`src/rtl/mlp_infer_ctrl.sv`:
```
// Sequencing controller for a combinational printed-MLP core: captures a sample,
// holds it for a settling window, then runs a one-compare-per-cycle argmax over the class scores.
module mlp_infer_ctrl #(
    parameter int IN_W    = 24,
    parameter int N_CLASS = 3,
    parameter int SCORE_W = 15,
    parameter int IDX_W   = 2,
    parameter int SETTLE  = 4,
    parameter int CNT_W   = 8
) (
    input  logic                       clk,
    input  logic                       rst,
    input  logic                       s_valid,
    output logic                       s_ready,
    input  logic [IN_W-1:0]            s_data,
    output logic [IN_W-1:0]            core_inp,
    input  logic [N_CLASS*SCORE_W-1:0] core_score,
    output logic                       m_valid,
    input  logic                       m_ready,
    output logic [IDX_W-1:0]           m_class,
    output logic [SCORE_W-1:0]         m_score,
    output logic                       busy
);

    typedef enum logic [1:0] {
        ST_IDLE   = 2'd0,
        ST_SETTLE = 2'd1,
        ST_SCAN   = 2'd2,
        ST_DONE   = 2'd3
    } state_t;

    localparam int N_SLOT = 1 << IDX_W;

    state_t             state_reg, state_next;
    logic [CNT_W-1:0]   cnt_reg, cnt_next;
    logic [IN_W-1:0]    core_inp_reg, core_inp_next;
    logic [SCORE_W-1:0] best_val_reg, best_val_next;
    logic [IDX_W-1:0]   best_idx_reg, best_idx_next;
    logic [IDX_W-1:0]   scan_idx_reg, scan_idx_next;
    logic [IDX_W-1:0]   m_class_reg, m_class_next;
    logic [SCORE_W-1:0] m_score_reg, m_score_next;

    // Index space is padded to a power of two so the scan mux never reads out of range.
    logic [SCORE_W-1:0] score_arr [N_SLOT];

    generate
        for (genvar gi = 0; gi < N_SLOT; gi++) begin : g_score
            if (gi < N_CLASS) begin : g_live
                assign score_arr[gi] = core_score[gi*SCORE_W +: SCORE_W];
            end else begin : g_pad
                assign score_arr[gi] = '0;
            end
        end
    endgenerate

    logic [SCORE_W-1:0] sel_score;
    logic               cmp_gt;
    logic [SCORE_W-1:0] win_val;
    logic [IDX_W-1:0]   win_idx;
    logic               accept;

    // The single shared comparator; strict greater-than keeps ties on the lower index.
    assign sel_score = score_arr[scan_idx_reg];
    assign cmp_gt    = sel_score > best_val_reg;
    assign win_val   = cmp_gt ? sel_score : best_val_reg;
    assign win_idx   = cmp_gt ? scan_idx_reg : best_idx_reg;

    assign s_ready  = (state_reg == ST_IDLE) | ((state_reg == ST_DONE) & m_ready);
    assign accept   = s_valid & s_ready;
    assign m_valid  = (state_reg == ST_DONE);
    assign busy     = (state_reg == ST_SETTLE) | (state_reg == ST_SCAN);
    assign core_inp = core_inp_reg;
    assign m_class  = m_class_reg;
    assign m_score  = m_score_reg;

    always_ff @(posedge clk or posedge rst) begin
        if (rst) begin
            state_reg    <= ST_IDLE;
            cnt_reg      <= '0;
            core_inp_reg <= '0;
            best_val_reg <= '0;
            best_idx_reg <= '0;
            scan_idx_reg <= '0;
            m_class_reg  <= '0;
            m_score_reg  <= '0;
        end else begin
            state_reg    <= state_next;
            cnt_reg      <= cnt_next;
            core_inp_reg <= core_inp_next;
            best_val_reg <= best_val_next;
            best_idx_reg <= best_idx_next;
            scan_idx_reg <= scan_idx_next;
            m_class_reg  <= m_class_next;
            m_score_reg  <= m_score_next;
        end
    end

    always_comb begin
        state_next    = state_reg;
        cnt_next      = cnt_reg;
        core_inp_next = core_inp_reg;
        best_val_next = best_val_reg;
        best_idx_next = best_idx_reg;
        scan_idx_next = scan_idx_reg;
        m_class_next  = m_class_reg;
        m_score_next  = m_score_reg;

        case (state_reg)
            ST_IDLE: begin
                if (accept) begin
                    core_inp_next = s_data;
                    cnt_next      = CNT_W'(SETTLE - 1);
                    state_next    = ST_SETTLE;
                end
            end
            ST_SETTLE: begin
                if (cnt_reg == '0) begin
                    best_val_next = score_arr[0];
                    best_idx_next = '0;
                    scan_idx_next = IDX_W'(1);
                    state_next    = ST_SCAN;
                end else begin
                    cnt_next = cnt_reg - CNT_W'(1);
                end
            end
            ST_SCAN: begin
                best_val_next = win_val;
                best_idx_next = win_idx;
                scan_idx_next = scan_idx_reg + IDX_W'(1);
                if (scan_idx_reg == IDX_W'(N_CLASS - 1)) begin
                    m_class_next = win_idx;
                    m_score_next = win_val;
                    state_next   = ST_DONE;
                end
            end
            ST_DONE: begin
                // Handoff and the next capture share this edge when both sides are ready.
                if (m_ready) begin
                    if (s_valid) begin
                        core_inp_next = s_data;
                        cnt_next      = CNT_W'(SETTLE - 1);
                        state_next    = ST_SETTLE;
                    end else begin
                        state_next = ST_IDLE;
                    end
                end
            end
            default: state_next = ST_IDLE;
        endcase
    end

endmodule

```
`config.mk`:
```
export PLATFORM = sky130hd
export DESIGN_NAME = mlp_infer_ctrl
export DESIGN_NICKNAME = d
export VERILOG_FILES = /design/src/rtl/mlp_infer_ctrl.sv
export SDC_FILE = /design/constraint.sdc
export NUM_CORES = 1
export LEC_CHECK = 0
export ABC_AREA = 0
export CAP_MARGIN = 20
export CORE_MARGIN = 1.5
export CORE_UTILIZATION = 30
export CTS_CLUSTER_SIZE = 24
export DETAILED_ROUTE_END_ITERATION = 6
export GPL_TIMING_DRIVEN = 0
export PLACE_DENSITY = 0.52
export SKIP_LAST_GASP = 1
export SLEW_MARGIN = 5
export SYNTH_ARGS = -nofsm -noshare
export SYNTH_HDL_FRONTEND = slang
export SYNTH_SLANG_ARGS = --single-unit
export TNS_END_PERCENT = 10
```
`constraint.sdc`:
```
create_clock -name clk -period 8.9 [get_ports clk]
set_input_delay 1.335 -clock clk [delete_from_list [all_inputs] [get_ports clk]]
set_output_delay 1.335 -clock clk [all_outputs]
set_load 0.05 [all_outputs]
```
Word level (Yosys, flattened, before mapping)

Index checks and enable logic that the tools add are counted.

Add/sub/neg operators: 2
$lt $le $gt $ge: 2
Equality and inequality tests: 10
Multiplexer cells: 26
Bitwise operators: 5
Reduce and logical (&&, ||, !) cells: 10

Operator list:

| operator            | count |
|---|---|
| $mux 24             | 3 |
| $mux 15             | 4 |
| $pmux 24 s2         | 1 |
| $mux 8              | 4 |
| $bmux 15 s2         | 1 |
| $pmux 15 s2         | 1 |
| $pmux 8 s3          | 1 |
| $gt 15x15->1        | 1 |
| $mux 2              | 7 |
| $logic_not 8->1     | 1 |
| $pmux 2 s2          | 2 |
| $pmux 2 s4          | 1 |
| $reduce_and 4->1    | 2 |
| $sub 8x1->8 const B | 1 |
| $eq 2x2->1 const B  | 3 |
| $ne 2x1->1 const B  | 3 |
| $ne 2x2->1 const B  | 3 |
| $reduce_and 5->1    | 1 |
| $reduce_and 2->1    | 2 |
| $reduce_bool 2->1   | 2 |
| $ge 3x3->1 const B  | 1 |
| $not 2->3           | 1 |
| $reduce_bool 3->1   | 1 |
| $add 2x1->2 const B | 1 |
| other kinds (5)     | 7 |

Bits in registers: 70
Output and inout port bits: 44

Depth between registers and ports, before layout

Gate-level depths: netlist (run 1).

Depth after elaboration: 7
Gate-level depth with buffers: 13

Least setup slack after synthesis (run 1)

No wires, ideal clock.

Path type: in2reg
Start: input core_score[19]
End: register best_val_reg[10]
Library setup time: 0.126 ns
Arrival: 3.164 ns
Setup slack: 5.610 ns
Stages on the path: 10
Path through: mux2i_1 -> o21ai_0 -> ha_1 -> a211oi_1 -> nor2_1 -> o31ai_4 -> a21o_1 -> nor2_4 -> buf_6 -> a221o_1

Word-level cells in the longest chain between the ends: 6

Ends and longest elaborated chain:

| element                                    | RTL line | text |
|---|---|---|
| start: declaration                         | 17       | `input logic [N_CLASS*SCORE_W-1:0] core_score,` |
| $bmux 15 s2                                | 63       | `assign sel_score = score_arr[scan_idx_reg];` |
| $mux 15 (not written as such) (2 in a row) | 63       |  |
| $gt 15x15->1                               | 64       | `assign cmp_gt = sel_score > best_val_reg;` |
| $mux 15                                    | 65       | `assign win_val = cmp_gt ? sel_score : best_val_reg;` |
| $pmux 15 s2                                | 108      | `case (state_reg)` |
| end signal: assignment                     | 90       | `best_val_reg <= best_val_next;` |
| end: declaration                           | 37       | `logic [SCORE_W-1:0] best_val_reg, best_val_next;` |

Every way passes these cells. The select of a mux whose other input is x is not followed.
A chain may end at the register's enable or synchronous reset.

Worst setup path in the final report (run 1)

Start: input m_ready
End: output s_ready

Word-level cells in the longest chain between the ends: 2

Ends and longest elaborated chain:

| element            | RTL line | text |
|---|---|---|
| start: declaration | 19       | `input logic m_ready,` |
| $and 1x1->1        | 68       | `assign s_ready = (state_reg == ST_IDLE) \| ((state_reg == ST_DONE) & m_ready);` |
| $or 1x1->1         | 68       |  |
| end: declaration   | 14       | `output logic s_ready,` |

Every way passes these cells.

==> impl_metrics.py, run 1 <==
metrics = {
    "timing": {
        "layout_setup_ws_ns": 4.83,
        "worst_pin_slew_ns": 0.981,
        "setup_viol": 0,
        "finalMaxSlewViolations": 0,
        "hold_viol_final": 0,
        "clock-skew-final_ns": 0.0106,
        "max_slew_margin_pct": 34.6,
        "max_freq_mhz": 245,
        "min_period_over_period_pct": 45.8,
        "fin_setup_tns_ns": 0,
        "fin_crit_ns": 4.07,
        "rsz0062_at_grt": "false",
    },
    "yosys": {
        "synth_edf_count": 0,
        "synthFlopType": "dfrtp_1",
        "synth_cell_type_count": 46,
        "ys_seq_area_share_pct": 42.6,
        "ys_top_cells_by_area": "dfrtp_1, mux2i_1, ha_1, mux2_2, o21ai_0",
        "synth_top_cells_by_count": "dfrtp_1, nand2_1, o21ai_0",
        "netlist_instances": 401,
        "yosysMostFrequentCell": "dfrtp_1",
        "yosysWarningCount": 0,
        "postSynthAreaPerCell_um2": 10.3,
        "async_flop_share_pct": 100,
        "synth_top_area_share_pct": 42.6,
        "yosysTopAreaCell": "dfrtp_1",
        "netlist_area_um2": 4110,
        "syn-num-nets": 497,
        "ys_ff_latch": 70,
    },
    "critical_path": {
        "cp-start-kind": "input port",
        "crit_fanout": 2,
        "reg2reg_depth": 13,
        "worstSetupEndpoint": "s_ready",
        "path_buf_inv": 2,
        "slowest_delay_ns": 0.80,
        "regToRegStartpoint": "scan_idx_reg[1]$_DFFE_PP0P_",
        "cp_cell_sequence": "clkdlybuf4s50_1, nand2_1, nand2_1, clkdlybuf4s50_1",
        "crit_family": "buffers and inverters",
        "reg2reg_to": "best_val_reg[9]$_DFFE_PP0P_",
        "cpMaxStageDelayCell": "clkdlybuf4s50_1",
        "crit_start": "m_ready",
        "worst-path-stages": 4,
        "cp.required_ns": 7.57,
        "path_class": "input port to output pin",
        "r2r_setup_slack_ns": 5.17,
        "crit_arrival_ns": 2.74,
        "end_kind": "output pin",
    },
    "cts": {
        "clock_sinks": 70,
        "root_buffer": "clkbuf_16",
        "ctsHoldBuffers": 0,
        "cts_setup_buffers": 0,
        "clkTransAtPathRegs_ns": 0.06,
        "cts_tree": "done",
        "cts_resized": 0,
        "cts_made_buffers": 9,
        "htreeDepth": 3,
        "clkLatencyLatePin_ns": 0.34,
        "clock_path_buffers": 2,
    },
    "floorplanning": {
        "die_w_um": 120,
        "rows": 42,
        "design.die.area_um2": 14400,
        "initial_core_util_pct": 30.9,
        "die_h_um": 120,
        "ios": 117,
        "core_area_um2": 13300,
    },
    "routing": {
        "viasPerCell": 4.89,
        "vias": 3475,
        "drc": 0,
        "wl_per_cell_um": 16.6,
        "routed_wl_um": 11800,
        "ant_nets": 0,
        "first_pass_iters": 4,
        "drt-initial-drc-count": 183,
    },
    "placed_design": {
        "dp.cells": 694,
        "hpwl_um": 8760,
        "gp_congestion": 0.794,
        "io_buffers": 116,
        "pre_cts_ws_ns": 4.59,
    },
    "finish": {
        "instances_no_fill": 710,
        "fill_cells": 1242,
        "layout-drive-gt1-share_pct": 12.4,
        "fin_util_pct": 43.8,
        "regArea_um2": 1750,
        "multi_input_area_um2": 2180,
        "syn2layout_area_growth_pct": 41.6,
        "diodes": 0,
        "largest_reg_flops": 24,
        "nNetsFinal": 625,
    },
    "run": {
        "cap_violations": 0,
    },
    "pwr": {
        "p_per_area_nw_per_um2": 403,
        "ir_worst_vdd_mv": 0.210,
        "p_leak_nw": 2.52,
    },
    "global_route": {
        "gr-total-overflow": 0,
        "grt_pass1_wl_um": 18800,
        "track_usage_pct": 17.0,
        "grt_max_degree": 46,
        "grt_pass1_vias": 3507,
        "grt_antenna_before_repair": 0,
    },
    "worst_hold_path": {
        "hold_path.class": "flip-flop to flip-flop",
    },
    "status": {
        "outcome": "finished, final reports clean",
    },
}
==> final cells by class <==
cell class	count	area share (%)
plain buffers	20	1.63
clock buffers	10	3.93
clock inverters	6	1.20
inverters	23	1.53
multi-input cells	288	37.4
flip-flops and latches	70	30.1
well taps	176	3.78
repair buffers	117	20.4
==> routing by layer <==
metal / routed length [um] / global-route usage [%] / vias up
met5: 0 / 0 / -
met2: 5660 / 26.2 / 71
met3: 389 / 2.47 / 12
li1: - / - / 1690
met1: 5490 / 23.0 / 1702
met4: 251 / 8.78 / 0
==> where the power goes <==
group	internal (W)	switching, W
Clock	0.000218	0.000147
Sequential	0.000465	0.0000965
Combinational	0.000540	0.000878
Total	0.00122	0.00112
==> cell families (layout without fill, tap and decap cells) <==
group                    Yosys count  count (layout)  synth area share (%)
AO/OA/AOI/OAI                     94              94                  15.2
XOR/XNOR                           5               5                  1.06
adder cells (fa/ha/maj)           23              23                  7.00
buffers and inverters             43             176                  4.41
flip-flops                        70              70                  42.6
multiplexers                      58              58                  15.0
AND/OR/NAND/NOR                  108             108                  14.8
==> how the worst min path moves through the flow <==
stage,start,endpoint,slack (ns),depth (start not counted)
after detailed placement,cnt_reg[0]$_DFFE_PP0P_,cnt_reg[0]$_DFFE_PP0P_,0.49,1
after floorplan,cnt_reg[0]$_DFFE_PP0P_,cnt_reg[0]$_DFFE_PP0P_,0.46,1
final,cnt_reg[0]$_DFFE_PP0P_,cnt_reg[0]$_DFFE_PP0P_,0.50,1
after global routing,core_inp[21]$_DFFE_PP0P_,core_inp[21]$_DFFE_PP0P_,0.52,1
after global placement,cnt_reg[0]$_DFFE_PP0P_,cnt_reg[0]$_DFFE_PP0P_,0.48,1
after CTS,cnt_reg[0]$_DFFE_PP0P_,cnt_reg[0]$_DFFE_PP0P_,0.50,1
==> metrics by stage <==
stage	total power [W]	instance area, um2	hold WS, ns
after floorplan	0.00155	4110	0.462
after global placement	0.00197	5490	0.478
after detailed placement	0.00199	5520	0.490
after CTS	0.00237	5820	0.499
after global routing	0.00249	5820	0.515
final	0.00235	5820	0.498
==> cells in the final DEF, fill, tap and decap left out, types with 13 or more instances in the layout <==
cell	n
mux2i_1	32
dfrtp_1	70
a221o_1	15
mux2_2	24
nor2_1	13
a21oi_1	27
nor2b_1	16
ha_1	23
inv_1	22
o21ai_0	35
nor3b_1	15
clkdlybuf4s50_1	116
nand2_1	42
Note: power is estimated with default switching activity, not from simulation.
==> inputs of run 2 (changes only) <==
==> constraint.sdc (replaced) <==
create_clock -name clk -period 3.75 [get_ports clk]
set_input_delay 0.5625 -clock clk [delete_from_list [all_inputs] [get_ports clk]]
set_output_delay 0.5625 -clock clk [all_outputs]
set_load 0.05 [all_outputs]
==> impl_metrics.py, run 2 (synthesis gave the netlist of run 1 again) <==
metrics = {
    "routing": {
        "drc": 0,
        "routed_wl_um": 11800,
        "viasPerCell": 4.92,
        "vias": 3490,
        "drt-initial-drc-count": 171,
        "first_pass_iters": 4,
        "ant_nets": 0,
        "wl_per_cell_um": 16.6,
    },
    "timing": {
        "worst_pin_slew_ns": 0.939,
        "hold_ws_ns": 0.501,
        "rsz0062_at_grt": "false",
        "fin_crit_ns": 3.45,
        "hold_viol_final": 0,
        "max_slew_margin_pct": 37.4,
        "clock-skew-final_ns": 0.0101,
        "finalMaxSlewViolations": 0,
        "setup_viol": 0,
        "layout_setup_ws_ns": 0.297,
        "max_freq_mhz": 290,
        "min_period_over_period_pct": 92.1,
    },
    "worst_hold_path": {
        "hold_start": "cnt_reg[0]$_DFFE_PP0P_",
        "hold_depth": 1,
        "whs_endpoint": "cnt_reg[0]$_DFFE_PP0P_",
        "hold_path.class": "flip-flop to flip-flop",
    },
    "floorplanning": {
        "die_w_um": 120,
        "ios": 117,
        "core_area_um2": 13300,
        "rows": 42,
        "initial_core_util_pct": 30.9,
        "die_h_um": 120,
        "design.die.area_um2": 14400,
    },
    "critical_path": {
        "end_kind": "flip-flop",
        "path_class": "flip-flop to flip-flop",
        "cp.required_ns": 4.03,
        "crit_fanout": 10,
        "cpMaxStageDelayCell": "mux2i_2",
        "slowest_delay_ns": 0.39,
        "cp-start-kind": "flip-flop",
        "r2r_setup_slack_ns": 0.30,
        "reg2reg_to": "best_val_reg[7]$_DFFE_PP0P_",
        "crit_arrival_ns": 3.73,
        "reg2reg_depth": 13,
        "cp_cell_sequence": "buf_2, nor2b_2, clkbuf_2, nand2_1, o21ai_0, ha_1, a211oi_1, nor2_1, o31ai_4, a21oi_2, mux2i_2, buf_4, a221o_1",
        "regToRegStartpoint": "scan_idx_reg[1]$_DFFE_PP0P_",
    },
    "placed_design": {
        "pre_cts_ws_ns": 0.0276,
        "dp.cells": 694,
        "hpwl_um": 8760,
        "gp_congestion": 0.794,
        "io_buffers": 116,
    },
    "pwr": {
        "p_per_area_nw_per_um2": 956,
        "ir_worst_vdd_mv": 0.497,
        "power_frac_comb_pct": 60.5,
        "swShare_pct": 47.8,
        "sequentialPowerShare_pct": 23.9,
        "p_leak_nw": 2.52,
        "power_switching_w": 0.00266,
        "p_clk_share_pct": 15.6,
        "internal-power_w": 0.00291,
    },
    "status": {
        "outcome": "finished, final reports clean",
    },
    "finish": {
        "largest_reg_flops": 24,
        "layout_commonest_cell": "clkdlybuf4s50_1",
        "syn2layout_area_growth_pct": 41.7,
        "mostFrequentLayoutCells": "clkdlybuf4s50_1, dfrtp_1, nand2_1",
        "layout-drive-gt1-share_pct": 12.7,
        "nNetsFinal": 625,
        "instances_no_fill": 710,
        "diodes": 0,
    },
    "cts": {
        "clkTransAtPathRegs_ns": 0.06,
        "clock_sinks": 70,
        "ctsHoldBuffers": 0,
        "htreeDepth": 3,
        "cts_made_buffers": 9,
        "clock_path_buffers": 2,
        "clkLatencyLatePin_ns": 0.34,
        "cts_tree": "done",
        "root_buffer": "clkbuf_16",
    },
    "global_route": {
        "grt_pass1_vias": 3507,
        "grt_antenna_before_repair": 0,
        "gr-total-overflow": 0,
        "grt_max_degree": 46,
        "track_usage_pct": 17.0,
        "grt_pass1_wl_um": 18800,
    },
    "run": {
        "cap_violations": 0,
    },
}
[run 2: cell count changes in the layout (fill, tap and decap cells not counted)]
cell,delta
nor2b_1,-1
clkbuf_1,-1
nor2b_2,+1
clkbuf_2,+1
[run 2: layer usage]
metal | global-route usage, % | vias up | part of all wire, % | wire, um
li1 | - | 1687 | - | -
met1 | 23.0 | 1714 | 46 | 5420
met2 | 26.2 | 76 | 48 | 5690
met3 | 2.47 | 13 | 3.5 | 411
met4 | 8.78 | 0 | 2.0 | 235
met5 | 0 | - | 0 | 0
[run 2: cell type report]
| class | count | area, um2 |
|---|---|---|
| plain buffers | 20 | 96.3 |
| repair buffers | 117 | 1190 |
| fillers | 1244 | 7470 |
| inverters | 23 | 88.8 |
| clock buffers | 10 | 229 |
| flip-flops and latches | 70 | 1750 |
| multi-input cells | 288 | 2180 |
| well taps | 176 | 220 |
| clock inverters | 6 | 70.1 |
[run 2: power groups by stage]
stage / Clock (W) / Sequential, W / Combinational, W
after floorplan: 0 / 0.00210 / 0.00158
after global routing: 0.000917 / 0.00138 / 0.00362
after detailed placement: 0 / 0.00135 / 0.00338
after global placement: 0 / 0.00133 / 0.00335
after CTS: 0.000889 / 0.00134 / 0.00339
final: 0.000868 / 0.00133 / 0.00337
[run 2: worst max path at each step]
stage                                      startpoint                            to  slack [ns]  depth (start not counted)
after global placement    scan_idx_reg[1]$_DFFE_PP0P_        m_score[5]$_DFFE_PP0P_       -0.01                         12
after CTS                 scan_idx_reg[1]$_DFFE_PP0P_        m_score[1]$_DFFE_PP0P_        0.01                         12
after detailed placement  scan_idx_reg[1]$_DFFE_PP0P_        m_score[1]$_DFFE_PP0P_        0.03                         12
after floorplan           scan_idx_reg[1]$_DFFE_PP0P_  best_val_reg[10]$_DFFE_PP0P_        0.83                         13
after global routing      scan_idx_reg[1]$_DFFE_PP0P_  best_val_reg[12]$_DFFE_PP0P_        0.06                         13
final                     scan_idx_reg[1]$_DFFE_PP0P_   best_val_reg[7]$_DFFE_PP0P_        0.30                         13
[run 2: critical path: cells and delay by family, from the launching register on]
| kind | cells | cell delay (ns) |
|---|---|---|
| buf+inv | 3 | 0.85 |
| fa+ha+maj | 1 | 0.33 |
| compound gates | 5 | 0.94 |
| mux | 1 | 0.39 |
| flops | 1 | 0.35 |
| simple gates | 3 | 0.52 |
[run 2: metrics by stage]
step	area (um2)	utilization [%]	power (W)	setup TNS, ns
2_1_floorplan	4110	-	0.00368	0
3_3_place_gp	5490	41.3	0.00468	-0.0227
3_5_place_dp	5520	41.5	0.00473	0
4_1_cts	5820	43.8	0.00562	0
5_1_grt	5830	43.8	0.00592	0
6_report	5830	43.8	0.00557	0
[run 2: repair_timing]
action	4_1_cts	5_1_grt
resized for setup	0	3
setup endpoints to repair	0	34
buffers inserted	0	0
